File: src/rtl/multicycle_ctrl.sv
// rtl/multicycle_ctrl.sv - multicycle MIPS control FSM sharing one memory port for fetch and data.
// Optional bne support is enabled by defining MULTICYCLE_CTRL_BNE_EN.
module multicycle_ctrl #(
    parameter logic FETCH_ADDR_SEL = 1'b0
) (
    input  logic       clk,
    input  logic       reset,
    input  logic [5:0] op,
    input  logic [5:0] funct,
    input  logic       zero,
    input  logic       mem_ready,
    output logic       pcen,
    output logic       irwrite,
    output logic       memwrite,
    output logic       iord,
    output logic       regwrite,
    output logic       regdst,
    output logic       memtoreg,
    output logic       alusrca,
    output logic [1:0] alusrcb,
    output logic [1:0] pcsrc,
    output logic [2:0] alucontrol,
    output logic [3:0] state
);

    typedef enum logic [3:0] {
        S_FETCH   = 4'd0,
        S_DECODE  = 4'd1,
        S_MEMADR  = 4'd2,
        S_MEMRD   = 4'd3,
        S_MEMWB   = 4'd4,
        S_MEMWR   = 4'd5,
        S_RTYPEEX = 4'd6,
        S_RTYPEWB = 4'd7,
        S_BEQEX   = 4'd8,
        S_ADDIEX  = 4'd9,
        S_ADDIWB  = 4'd10,
        S_JEX     = 4'd11,
        S_BNEEX   = 4'd12
    } state_t;

    typedef enum logic [1:0] {
        ALUOP_ADD   = 2'b00,
        ALUOP_SUB   = 2'b01,
        ALUOP_FUNCT = 2'b10
    } aluop_t;

    localparam logic [5:0] OP_LW    = 6'b100011;
    localparam logic [5:0] OP_SW    = 6'b101011;
    localparam logic [5:0] OP_RTYPE = 6'b000000;
    localparam logic [5:0] OP_BEQ   = 6'b000100;
    localparam logic [5:0] OP_ADDI  = 6'b001000;
    localparam logic [5:0] OP_J     = 6'b000010;
`ifdef MULTICYCLE_CTRL_BNE_EN
    localparam logic [5:0] OP_BNE   = 6'b000101;
`endif

    state_t state_q, state_d;
    aluop_t aluop;
    logic   pcwrite, branch, branch_ne;
    logic   irwrite_raw, memwrite_raw, regwrite_raw;

    always_ff @(posedge clk or negedge reset) begin
        if (!reset) begin
            state_q <= S_FETCH;
        end else begin
            state_q <= state_d;
        end
    end

    always_comb begin
        state_d = S_FETCH;
        case (state_q)
            S_FETCH:   state_d = mem_ready ? S_DECODE : S_FETCH;
            S_DECODE: begin
                case (op)
                    OP_LW, OP_SW: state_d = S_MEMADR;
                    OP_RTYPE:     state_d = S_RTYPEEX;
                    OP_BEQ:       state_d = S_BEQEX;
                    OP_ADDI:      state_d = S_ADDIEX;
                    OP_J:         state_d = S_JEX;
`ifdef MULTICYCLE_CTRL_BNE_EN
                    OP_BNE:       state_d = S_BNEEX;
`endif
                    default:      state_d = S_FETCH;
                endcase
            end
            S_MEMADR:  state_d = (op == OP_SW) ? S_MEMWR : S_MEMRD;
            S_MEMRD:   state_d = mem_ready ? S_MEMWB : S_MEMRD;
            S_MEMWR:   state_d = mem_ready ? S_FETCH : S_MEMWR;
            S_RTYPEEX: state_d = S_RTYPEWB;
            S_ADDIEX:  state_d = S_ADDIWB;
            default:   state_d = S_FETCH;
        endcase
    end

    always_comb begin
        pcwrite      = 1'b0;
        branch       = 1'b0;
        branch_ne    = 1'b0;
        irwrite_raw  = 1'b0;
        memwrite_raw = 1'b0;
        regwrite_raw = 1'b0;
        iord         = FETCH_ADDR_SEL;
        regdst       = 1'b0;
        memtoreg     = 1'b0;
        alusrca      = 1'b0;
        alusrcb      = 2'b00;
        pcsrc        = 2'b00;
        aluop        = ALUOP_ADD;
        case (state_q)
            S_FETCH: begin
                alusrcb     = 2'b01;
                pcwrite     = mem_ready;
                irwrite_raw = mem_ready;
            end
            S_DECODE:  alusrcb = 2'b11;
            S_MEMADR: begin
                alusrca = 1'b1;
                alusrcb = 2'b10;
            end
            S_MEMRD:   iord = ~FETCH_ADDR_SEL;
            S_MEMWB: begin
                regwrite_raw = 1'b1;
                memtoreg     = 1'b1;
            end
            S_MEMWR: begin
                iord         = ~FETCH_ADDR_SEL;
                memwrite_raw = 1'b1;
            end
            S_RTYPEEX: begin
                alusrca = 1'b1;
                aluop   = ALUOP_FUNCT;
            end
            S_RTYPEWB: begin
                regwrite_raw = 1'b1;
                regdst       = 1'b1;
            end
            S_BEQEX: begin
                alusrca = 1'b1;
                aluop   = ALUOP_SUB;
                pcsrc   = 2'b01;
                branch  = 1'b1;
            end
`ifdef MULTICYCLE_CTRL_BNE_EN
            S_BNEEX: begin
                alusrca   = 1'b1;
                aluop     = ALUOP_SUB;
                pcsrc     = 2'b01;
                branch_ne = 1'b1;
            end
`endif
            S_ADDIEX: begin
                alusrca = 1'b1;
                alusrcb = 2'b10;
            end
            S_ADDIWB:  regwrite_raw = 1'b1;
            S_JEX: begin
                pcsrc   = 2'b10;
                pcwrite = 1'b1;
            end
            default: ;
        endcase
    end

    always_comb begin
        alucontrol = 3'b010;
        case (aluop)
            ALUOP_SUB: alucontrol = 3'b110;
            ALUOP_FUNCT: begin
                case (funct)
                    6'b100010: alucontrol = 3'b110;
                    6'b100100: alucontrol = 3'b000;
                    6'b100101: alucontrol = 3'b001;
                    6'b101010: alucontrol = 3'b111;
                    default:   alucontrol = 3'b010;
                endcase
            end
            default:   alucontrol = 3'b010;
        endcase
    end

    // Write enables are gated by reset itself so nothing pulses while it is held.
    assign pcen     = reset & (pcwrite | (branch & zero) | (branch_ne & ~zero));
    assign irwrite  = reset & irwrite_raw;
    assign memwrite = reset & memwrite_raw;
    assign regwrite = reset & regwrite_raw;
    assign state    = state_q;

endmodule

File: config.mk
export PLATFORM = sky130hd
export DESIGN_NAME = multicycle_ctrl
export DESIGN_NICKNAME = d
export VERILOG_FILES = /design/src/rtl/multicycle_ctrl.sv
export SDC_FILE = /design/constraint.sdc
export NUM_CORES = 1
export LEC_CHECK = 0
export ABC_AREA = 1
export CORE_UTILIZATION = 37
export CTS_CLUSTER_SIZE = 24
export DETAILED_ROUTE_END_ITERATION = 8
export GPL_TIMING_DRIVEN = 0
export PLACE_DENSITY = 0.83
export SYNTH_ARGS = -nofsm -noshare
export SYNTH_HDL_FRONTEND = slang
export SYNTH_SLANG_ARGS = --single-unit
export TNS_END_PERCENT = 1
File: constraint.sdc
create_clock -name clk -period 2 [get_ports clk]
set_clock_uncertainty 0.05 [all_clocks]
set_input_delay 0.3 -clock clk [delete_from_list [all_inputs] [get_ports clk]]
set_output_delay 0.3 -clock clk [all_outputs]
set_load 0.02 [all_outputs]
==> results of run 1 <==
[worst max-delay path: stages (launching register included)]
cell and delay [ps]:
dfrtp_2 430, inv_2 80, nor2_4 170, inv_2 70
nor2_4 130, inv_2 60, ha_4 270, nand2_2 50
a21oi_2 100, buf_4 150
[cell families (layout without fill, tap and decap cells)]
group | after synthesis | count (layout) | synth area share, %
AOI/OAI and AO/OA | 4 | 4 | 3.64
adders and majority gates | 3 | 3 | 6.06
buffers and inverters | 29 | 73 | 17.6
DFF | 4 | 4 | 16.2
and+or+nand+nor | 81 | 81 | 56.6
[worst max-delay path by stage]
| stage | to | depth (start not counted) |
|---|---|---|
| 2_1_floorplan | alucontrol[0] | 7 |
| 3_3_place_gp | alucontrol[0] | 9 |
| 3_5_place_dp | alucontrol[0] | 9 |
| 4_1_cts | alucontrol[2] | 8 |
| 5_1_grt | alucontrol[0] | 9 |
| 6_report | alucontrol[0] | 9 |
[layer usage]
| layer | vias to the layer above | track usage (%) |
|---|---|---|
| li1 | 457 | - |
| met1 | 382 | 27.2 |
| met2 | 35 | 39.4 |
| met3 | 0 | 1.28 |
| met4 | 0 | 5.63 |
| met5 | - | 0 |
[layout by cell type (no fill, tap or decap)]
cell,Yosys,layout
a21boi_2,0,1
a21oi_2,0,1
buf_2,0,1
buf_4,0,8
clkbuf_1,0,1
clkbuf_2,0,2
clkbuf_4,0,3
clkdlybuf4s50_1,0,18
dfrtp_2,0,4
dlygate4sd2_1,0,7
dlymetal6s2s_1,0,4
ha_1,3,1
ha_2,0,1
ha_4,0,1
inv_1,29,26
inv_2,0,3
nand2_1,30,29
nand2_2,3,4
nand3_1,20,20
nor2_1,22,20
nor2_2,5,1
nor2_4,0,6
nor3_1,1,1
o21ai_0,2,1
o21ai_2,0,1
[power by group through the flow]
stage                     sequential, mW  combinational, mW  clock [mW]
after detailed placement           0.132              0.464           0
after floorplan                    0.151              0.242           0
after CTS                          0.142              0.456       0.115
after global placement             0.129              0.457           0
after global routing               0.153              0.512       0.122
final                              0.146              0.474       0.112
[area by class of cell]
type / instances / area [um2] / share of cell area [%]
multi-input cells: 88 / 474 / 43.1
repair buffers: 40 / 367 / 33.3
inverters: 29 / 109 / 9.89
flip-flops and latches: 4 / 105 / 9.55
clock buffers: 4 / 26.3 / 2.39
well taps: 16 / 20.0 / 1.82
[Yosys cell counts]
library cell	instances
inv_1	29
a21oi_1	1
nand2_1	30
nor3_1	1
nand2_2	3
dfrtp_1	4
a21boi_0	1
nand3_1	20
ha_1	3
o21ai_0	2
nor2_1	22
nor2_2	5
[metrics by stage]
stage               util, %  hold slack (ps)  cell area (um2)  setup WS, ps  power (mW)
floorplan                 -            -45.6              638          29.5       0.393
global placement       64.8              504              998          -342       0.586
detailed placement     64.8              525              998          -371       0.596
CTS                    67.9             8.48             1050         -78.2       0.713
global route           71.4             23.9             1100          -191       0.787
finish                 71.4             12.2             1100         -98.4       0.733
[timing repair]
item                       CTS  global route
resized for setup           34            13
pin swaps                    1             5
buffers inserted             1             5
setup endpoints to repair   14             9
==> results.txt, run 1 <==
Max clock buf depth: 2
CORE AREA: 1540 um2
Synth Warn #: 0
Least-Margin Pin Slew: 321 ps
Post-layout nets: 185
RSZ-0062 raised after global routing: true
P&R area growth vs syn: 77.8%
row count: 14
Yosys top cell by area: nand2_1
slew margin rel.: 78.6%
CTS clk-pin slew, worst paths: 40 ps
ANT nets after route: 0
htree depth: 1
worst vdd ir: 0.350 mV
critical path startpoint: state[3]$_DFF_PN0_
CTS Buf Count: 3
post-DR wirelength/cell: 10.7 um
Critical Path AT: 1750 ps
HP Class: input port to asynchronous set/reset pin
CP max FO: 5
Top Layer Used: met3
pwr dens: 665 nW/um2
register area share after synthesis: 16.2%
met2 wire length: 980 um
failing checks: setup timing
clock power share: 15.3%
Synth cell types: 12
port bufs: 34
vias post-DR: 874
pin count of the biggest net entering global routing: 8
Max Slew Vio Count: 0
share of cells above drive strength 1: 22.4%
number of global-route vias before repair: 733
FMAX: 0.477 GHz
synthesized area per cell: 5.12 um2
Gate power share: 64.7%
syn_nets: 140
fillers: 140
met3 wire len: 104 um
R2R Setup Slk: 730 ps
WS Path Type: register to output pin
reg-to-reg endpoint: state[1]$_DFF_PN0_
Pint: 0.373 mW
synthesized flop and latch total: 4
die width: 42.9 um
root buf cell: clkbuf_4
Largest register FFs: 4
final setup vio count: 3
outcome: finished with violations
CP startpoint kind: register
critical path required time: 1650 ps
Final WS setup: -98.4 ps
Synth top area share: 18.2%
CTS tree: done
initial drt markers: 29
total grt overflow: 0
R2R cell count: 7
Max-cap violations: 0
RePlAce Congestion: 0.794
Die ar.: 1840 um2
vias per cell: 4.83
antenna violations before repair: 0
post-synthesis cell count: 121
Initial Util: 40.2%
clk sinks: 4
Die H: 42.9 um
Final Hold Viols: 0
diode count: 0
Critical R2R Launch: state[3]$_DFF_PN0_
I/O pins: 35
worst-skew pair later-pin latency: 230 ps
synth top area cells: nand2_1, inv_1, dfrtp_1
Setup TNS Final: -231 ps
Total GRT Usage: 21.6%
P_leak: 0.684 nW
first-pass GRT wire length: 3.12 mm
M1 wire length: 848 um
Sw Ratio: 49.1%
NetSw: 0.360 mW
Setup crit end kind: output pin
Finished Layout Cells: 181
cts hold-fix bufs: 0
drt first pass iters: 4
Seq pwr share: 20.0%
period utilisation layout: 105%
DRT Wirelength: 1.93 mm
Placed Cells: 171
DRC viols: 0
Mapped Area: 619 um2
Period minus WS final: 2100 ps
DP Wirelength: 1.47 mm
Power figures use the tool's default switching activity.
==> run 2, diff against run 1 <==
--- a/config.mk
+++ b/config.mk
@@ -9,6 +9,7 @@
 export CORE_UTILIZATION = 37
 export CTS_CLUSTER_SIZE = 24
 export DETAILED_ROUTE_END_ITERATION = 8
+export GPL_ROUTABILITY_DRIVEN = 1
 export GPL_TIMING_DRIVEN = 0
 export PLACE_DENSITY = 0.83
 export SYNTH_ARGS = -nofsm -noshare
==> results of run 2 <==
Same layout as run 1: the final DEF is identical, and so are final timing and power.
